`src/rtl/module_ram_responder.sv`:
```
// 256x8 CPU data RAM with a byte-stream program loader that holds the CPU while it owns the array.
// Reads: 1 clk_qzt latency. Loader: ld_ready/ld_valid, one byte per cycle. Optional RAM_WPROT_EN adds a write-protect window.
module module_ram_responder #(
  parameter int ADDR_W = 8,
  parameter int DATA_W = 8
) (
  input  logic              clk_qzt,
  input  logic              reset_n,
  input  logic              en,
  input  logic              clk_in,
  input  logic [ADDR_W-1:0] mem_addr,
  input  logic [DATA_W-1:0] mem_wdata,
  input  logic              write_en,
  output logic [DATA_W-1:0] mem_rdata,
  input  logic              ld_start,
  input  logic [ADDR_W-1:0] ld_base,
  input  logic [ADDR_W:0]   ld_len,
  input  logic              ld_valid,
  input  logic [DATA_W-1:0] ld_data,
  output logic              ld_ready,
  output logic              ld_done,
`ifdef RAM_WPROT_EN
  output logic              wp_err,
`endif
  output logic              cpu_hold
);

  localparam int DEPTH = 1 << ADDR_W;
  localparam logic [ADDR_W:0] DEPTH_L = {1'b1, {ADDR_W{1'b0}}};
  localparam logic [ADDR_W:0] ONE_L   = {{ADDR_W{1'b0}}, 1'b1};

  typedef enum logic [1:0] {IDLE, LOAD, DONE} state_t;

  state_t            state;
  logic [ADDR_W-1:0] ptr;
  logic [ADDR_W:0]   cnt;
  logic [ADDR_W:0]   len_clamped;
  logic              clk_in_q;
  logic              step;
  logic              start_load;
  logic              ld_write;
  logic              last_byte;
  logic              cpu_write_req;
  logic              cpu_write;

  logic [DATA_W-1:0] mem [DEPTH];

  assign step          = en & clk_in & ~clk_in_q;
  assign len_clamped   = (ld_len > DEPTH_L) ? DEPTH_L : ld_len;
  assign start_load    = (state == IDLE) && ld_start && (ld_len != '0);
  assign ld_write      = (state == LOAD) && ld_valid;
  assign last_byte     = ld_write && (cnt == ONE_L);
  // CPU writes only land in IDLE, so a loader byte always wins the array.
  assign cpu_write_req = step && write_en && (state == IDLE);

`ifdef RAM_WPROT_EN
  logic [ADDR_W-1:0] base_q;
  logic [ADDR_W-1:0] wp_lo;
  logic [ADDR_W-1:0] wp_hi;
  logic              wp_vld;
  logic              in_window;

  // Window may wrap past the top of the array, in which case lo > hi.
  always_comb begin
    in_window = 1'b0;
    if (wp_vld) begin
      if (wp_lo <= wp_hi)
        in_window = (mem_addr >= wp_lo) && (mem_addr <= wp_hi);
      else
        in_window = (mem_addr >= wp_lo) || (mem_addr <= wp_hi);
    end
  end

  assign cpu_write = cpu_write_req && !in_window;

  always_ff @(posedge clk_qzt or negedge reset_n) begin
    if (!reset_n) begin
      base_q <= '0;
      wp_lo  <= '0;
      wp_hi  <= '0;
      wp_vld <= 1'b0;
      wp_err <= 1'b0;
    end else begin
      if (start_load)
        base_q <= ld_base;
      if ((state == IDLE) && ld_start)
        wp_err <= 1'b0;
      else if (cpu_write_req && in_window)
        wp_err <= 1'b1;
      if (last_byte) begin
        wp_vld <= 1'b1;
        wp_lo  <= base_q;
        wp_hi  <= ptr;
      end
    end
  end
`else
  assign cpu_write = cpu_write_req;
`endif

  always_ff @(posedge clk_qzt) begin
    if (ld_write)
      mem[ptr] <= ld_data;
    else if (cpu_write)
      mem[mem_addr] <= mem_wdata;
  end

  always_ff @(posedge clk_qzt or negedge reset_n) begin
    if (!reset_n) begin
      state     <= IDLE;
      ptr       <= '0;
      cnt       <= '0;
      ld_ready  <= 1'b0;
      ld_done   <= 1'b0;
      cpu_hold  <= 1'b0;
      clk_in_q  <= 1'b0;
      mem_rdata <= '0;
    end else begin
      if (en)
        clk_in_q <= clk_in;
      mem_rdata <= mem[mem_addr];
      case (state)
        IDLE: begin
          if (start_load) begin
            state    <= LOAD;
            ptr      <= ld_base;
            cnt      <= len_clamped;
            ld_ready <= 1'b1;
            cpu_hold <= 1'b1;
          end
        end
        LOAD: begin
          if (ld_write) begin
            ptr <= ptr + 1'b1;
            cnt <= cnt - 1'b1;
            if (last_byte) begin
              state    <= DONE;
              ld_ready <= 1'b0;
              ld_done  <= 1'b1;
              cpu_hold <= 1'b0;
            end
          end
        end
        DONE: begin
          ld_done <= 1'b0;
          state   <= IDLE;
        end
        default: state <= IDLE;
      endcase
    end
  end

endmodule
```
`config.mk`:
```
export PLATFORM = sky130hd
export DESIGN_NAME = module_ram_responder
export DESIGN_NICKNAME = d
export VERILOG_FILES = /design/src/rtl/module_ram_responder.sv
export SDC_FILE = /design/constraint.sdc
export NUM_CORES = 2
export LEC_CHECK = 0
export ABC_AREA = 1
export BUFFER_PORTS_ARGS = -buffer_cell sky130_fd_sc_hd__buf_4
export CAP_MARGIN = 20
export CORE_MARGIN = 8
export CORE_UTILIZATION = 65
export DETAILED_ROUTE_END_ITERATION = 10
export PLACE_DENSITY_LB_ADDON = 0.08
export SLEW_MARGIN = 25
export SYNTH_ARGS = -nofsm -noshare
export SYNTH_HDL_FRONTEND = slang
export SYNTH_SLANG_ARGS = --single-unit
```
`constraint.sdc`:
```
create_clock -name clk_qzt -period 10.8 [get_ports clk_qzt]
set_input_delay 2.7 -clock clk_qzt [delete_from_list [all_inputs] [get_ports clk_qzt]]
set_output_delay 2.7 -clock clk_qzt [all_outputs]
set_load 0.1 [all_outputs]
```
* Word level (Yosys, flattened, before mapping)
Memory sizes are Yosys's and may differ from the RTL's. A register that Yosys moved wholly into a read port is not among the register bits.
Cells that the tools add are included.
** Operators by class
- Eq/ne operators :: 6
- $lt $le $gt $ge :: 1
- Bitwise gates (word level) :: 3
- Reductions and logical operators :: 16
- Muxes and demuxes :: 26
- Add/subtract/negate cells :: 2
** Operator list (count)
- 8-bit 2-to-1 mux :: 4
- 9-bit 2-to-1 mux :: 3
- 9-bit case mux with 2 select lines :: 1
- 8-bit case mux with 2 select lines :: 1
- 1-bit 2-to-1 mux :: 11
- 9-bit by 1-bit == test with 1-bit output (second input constant) :: 1
- 9-bit > comparator (second input constant) :: 1
- 3-bit AND reduction :: 3
- 9-bit nonzero test :: 1
- 9-bit by 1-bit subtractor with 9-bit output (second input constant) :: 1
- 8-bit by 1-bit adder with 8-bit output (second input constant) :: 1
- 8-bit OR reduction :: 1
- 1-bit logical AND :: 6
- 2-bit 2-to-1 mux :: 3
- 2-bit inequality test (second input constant) :: 3
- 1-bit case mux with 2 select lines :: 2
- 2-bit case mux with 2 select lines :: 1
- 4-bit AND reduction :: 1
- 2-bit nonzero test :: 2
- 1-bit AND :: 2
- 2-bit by 1-bit == test with 1-bit output (second input constant) :: 1
- 2-bit == test (second input constant) :: 1
- 2-bit zero test :: 1
- 1-bit zero test :: 1
- 1-bit NOT :: 1
** Storage, ports and cells
- Memory bits (writable) :: 2048
- Word-level logic and storage cells :: 61
- Register bits :: 22
- Input bits :: 48
- Output and inout port bits :: 11
- Memories kept :: 1
** Memory list
- mem :: depth 256, width 8, rd ports 1, clocked after Yosys merged registers in 1, write ports 1, RTL line 46 : logic [DATA_W-1:0] mem [DEPTH];

* Logic depth before layout (Yosys ltp)
- Word-level depth :: 9
- Mapped depth :: 15
- Gate-level depth less buffers :: 11

* Worst setup path before layout
No wires, ideal clock.
- Path type :: input port to flip-flop
- From :: in en
- To :: mem mem[0][0] (data pin)
- Setup time :: 0.825 ns
- Arrival time :: 6.334 ns
- Stages on the path :: 8
- Buffers on the path :: 2
- Data required time :: 9.975 ns
- Slack :: 3.640 ns
- Path through :: nand2_1 nor2_1 and3_1 buf_6 inv_8 buf_6 nand2_1 nand2_1
** On the way
- Longest elaborated chain between the ends :: 9
** Ends and longest elaborated chain
- from (decl) :: RTL line 9 : input logic en,
- 1-bit AND (2 in series) :: RTL line 48 : assign step = en & clk_in & ~clk_in_q;
- 1-bit logical AND (2 in series) :: RTL line 54 : assign cpu_write_req = step && write_en && (state == IDLE);
- 1-bit 2-to-1 mux :: RTL line 104 : else if (cpu_write)
- 1-bit 2-to-1 mux :: RTL line 102 : if (ld_write)
- 1-bit 2-to-1 mux (implied by the code) :: RTL line 105 : mem[mem_addr] <= mem_wdata;
- 8-bit OR reduction (no source line)
- 8-bit 2-to-1 mux (no source line)
- to (decl) :: RTL line 46
Every way passes these cells.

==> summary.md <==
| Metric | Value |
|---|---|
| Synthesized flop and latch total | `2078` |
| Part of the power in the clock network | `38.0%` |
| Number of enable-type register cells in the synthesized netlist | `2048` |
| Remaining antenna violation count after routing | `0` |
| Overall die area | `142000 um2` |
| Worst setup slack after placement | `4.19 ns` |
| Clock skew after layout | `0.0329 ns` |
| Via/cell ratio | `6.31` |
| Power density over the cells | `189 nW/um2` |
| Total of max-cap violations | `0` |
| Psw | `4340 uW` |
| Category of the worst setup path launch point | `input pin` |
| Remaining global-route overflow | `0` |
| Worst vdd ir | `0.000183 V` |
| Number of clock sinks seen by CTS | `2078` |
| Period minus WS final | `5.93 ns` |
| Cell area after technology mapping | `84900 um2` |
| Starting DRC count in detailed routing | `8366` |
| Mean instance size in the synthesized netlist | `11.7 um2` |
| Largest net degree at the start of global routing | `225` |
| I/O pin cnt | `59` |
| Std cell rows | `132` |
| Synth-to-Final Area Change | `8.65%` |
| Leading cell type in the layout, fill and taps excluded | `sky130_fd_sc_hd__nand2_1` |
| Count of hold buffers inserted by post-cts repair | `0` |
| Worst slew margin relative to its limit | `15.5%` |
| Switching power as a share of total power | `25.0%` |
| Final estimated routing congestion in global placement | `0.880` |
| Starting density of the core | `65.5%` |
| Final Hold Violating Endpoints | `0` |
| Part of the Yosys area used for sequential elements | `73.3%` |
| Critical path fanouts, max | `101` |
| Most frequent cells in the layout | `sky130_fd_sc_hd__nand2_1 (2186), sky130_fd_sc_hd__edfxtp_1 (2048), sky130_fd_sc_hd__nand3_1 (2028)` |
| Wirelength per Cell | `25.3 um` |
| Final #Nets | `7122` |
| Arrival time of data at the critical path endpoint | `6.63 ns` |
| Resized Gates After CTS | `0` |
| Endpoint kind of the worst setup timing path | `flop` |
| Total nets after synthesis | `7286` |
| # setup viols final | `0` |
| Measured slew at the worst slew-check pin | `1.27 ns` |
| Clock input transition at the sequential cells of the worst setup and hold paths | `0.06 ns` |
| Max Transition Viols Final | `0` |
| Worst hold margin | `0.510 ns` |
| Remaining DRCs | `0` |
| Synthesis warning total | `0` |
| Setup CP Type | `input pin to flop` |
| Outcome | `completed` |
| First-pass GRT wire length | `337000 um` |
| Flip-flop cell with the highest count after synthesis | `sky130_fd_sc_hd__edfxtp_1` |
| Final setup margin | `4.87 ns` |
| Lkg Pwr | `0.0321 uW` |
| Die Y | `377 um` |
| Initial antenna violation count | `4` |
| RSZ-0062 raised after global routing | `no` |
| Post-CTS Setup Repair Bufs | `0` |
| CTS tree | `built` |
| Filler Cell Count | `8986` |
| Internal cell power | `13000 uW` |
| Drt pass-1 iters | `6` |
| Share of power burned in registers | `52.2%` |
| Cell count after synthesis | `7235` |
| Number of buffers between clock root and the deepest sink | `3` |
| Input/output buffers | `58` |
| Clock buffers created by TritonCTS | `200` |
| Ratio of cells with drive above 1 in the final layout | `6.52%` |
| Total global-route track usage | `31.5%` |
| Vias in the first global route | `53.0k` |
| Critical path required time | `11.50 ns` |
| Level count of the clock H-tree | `4` |
| Fraction of power consumed by combinational cells | `9.8%` |
| Library cells used by synthesis | `39` |
| Library cell used as clock root buffer | `sky130_fd_sc_hd__clkbuf_16` |
| Share of synthesized registers carrying an async set or reset | `1.44%` |
| Setup TNS | `0 ns` |
| Core Area | `129000 um2` |
| Post-route clock period utilization | `54.9%` |
| Clock Latency Late Sink | `0.84 ns` |
| Detailed Place HPWL | `125000 um` |
| Die extent in x | `377 um` |
| Via Count | `56.7k` |
| Fmax | `169 MHz` |
| Total routed wirelength | `228000 um` |
| Footprint of the flip-flops and latches | `62200 um2` |
| Total area of multi-input combinational cells | `20200 um2` |
| Hold Crit Class | `flop to flop` |
## worst max-delay path: stages
cell	delay, ns
sky130_fd_sc_hd__buf_8	0.48
sky130_fd_sc_hd__buf_4	0.70
sky130_fd_sc_hd__inv_8	0.45
sky130_fd_sc_hd__buf_4	0.51
sky130_fd_sc_hd__nand3_1	0.28
sky130_fd_sc_hd__nand3_1	0.13
sky130_fd_sc_hd__nand3_1	0.24
sky130_fd_sc_hd__nand3_1	0.49
sky130_fd_sc_hd__nand3_1	0.22
sky130_fd_sc_hd__nand2_1	0.11
sky130_fd_sc_hd__nand2_1	0.08
sky130_fd_sc_hd__nand2_1	0.07
## synthesized netlist by cell type (3+ instances only)
cell type	count	area, um2
sky130_fd_sc_hd__nand2_1	2200	8260
sky130_fd_sc_hd__edfxtp_1	2048	61500
sky130_fd_sc_hd__nand3_1	2028	10100
sky130_fd_sc_hd__nor2_1	286	1070
sky130_fd_sc_hd__clkbuf_1	223	837
sky130_fd_sc_hd__buf_2	169	846
sky130_fd_sc_hd__buf_1	75	282
sky130_fd_sc_hd__inv_1	49	184
sky130_fd_sc_hd__dfrtp_1	30	751
sky130_fd_sc_hd__o21ai_0	24	120
sky130_fd_sc_hd__buf_6	19	214
sky130_fd_sc_hd__nand2_2	17	106
sky130_fd_sc_hd__nor2_2	9	56.3
sky130_fd_sc_hd__buf_4	6	45.0
sky130_fd_sc_hd__inv_2	5	18.8
sky130_fd_sc_hd__nor2_4	4	45.0
sky130_fd_sc_hd__o21ai_1	4	20.0
sky130_fd_sc_hd__o21ai_4	4	65.1
sky130_fd_sc_hd__a21oi_1	3	15.0
sky130_fd_sc_hd__a22oi_1	3	22.5
sky130_fd_sc_hd__ha_1	3	37.5
sky130_fd_sc_hd__xor2_1	3	26.3
## path summary, 6_finish.rpt
path / startpoint / end / slack (ns) / cells past startpoint
setup / recovery: mem_addr[2] / mem_rdata[3] / 4.87 / 12
hold / removal: cnt[6] / cnt[6] / 0.51 / 2
setup reg to reg: state[1] / mem[98][1] / 6.79 / 7
hold reg to reg: cnt[6] / cnt[6] / 0.51 / 2
max in group asynchronous: reset_n / mem_rdata[0] / 8.58 / 1
min in group asynchronous: reset_n / cnt[4] / 1.84 / 1
## cells by family after synthesis
kind of cell	after synthesis	share of synthesized area, %
buffers and inverters	551	2.91
adders and majority gates	3	0.0442
and+or+nand+nor	4556	23.3
DFF	2078	73.3
AOI/OAI and AO/OA	44	0.336
xor gates and xnor gates	3	0.0310
## sequential cells by signal (all words and copies together), names as in the netlist
register	flops
clk_in_q	1
cnt	9
cpu_hold	1
ld_done	1
mem	2048
mem_rdata	8
ptr	8
state	2
## cell type report
class	instances	area share [%]
clock inverters	115	0.836
diodes	3	0.00814
repair buffers	127	1.26
flip-flops and latches	2078	67.5
inverters	58	0.280
clock buffers	256	5.79
multi-input cells	4606	22.0
well taps	1742	2.36
## per-layer routing
metal,up-vias,GRT usage (%),wire length [um]
li1,25291,-,-
met1,27529,45.1,87300
met2,3349,47.8,104000
met3,554,7.34,26700
met4,0,12.0,9490
met5,-,0,0
## power by group through the flow
| stage | clock [uW] | sequential [uW] | combinational, uW |
|---|---|---|---|
| after global routing | 6910 | 9080 | 1810 |
| after CTS | 6630 | 9070 | 1670 |
| final | 6600 | 9070 | 1710 |
| after global placement | 0 | 9240 | 1640 |
| after detailed placement | 0 | 9240 | 1660 |
| after floorplan | 0 | 9330 | 994 |
## metrics by stage
step	cell area, um2	utilization [%]	total power (uW)	std cells
2_1_floorplan	84900	-	10300	7235
3_5_place_dp	86100	66.5	10900	8611
3_3_place_gp	86100	66.5	10900	8611
4_1_cts	92200	71.2	17400	8982
6_report	92200	71.2	17400	8985
5_1_grt	92200	71.2	17800	8982
Note: power is estimated with default switching activity, not from simulation.
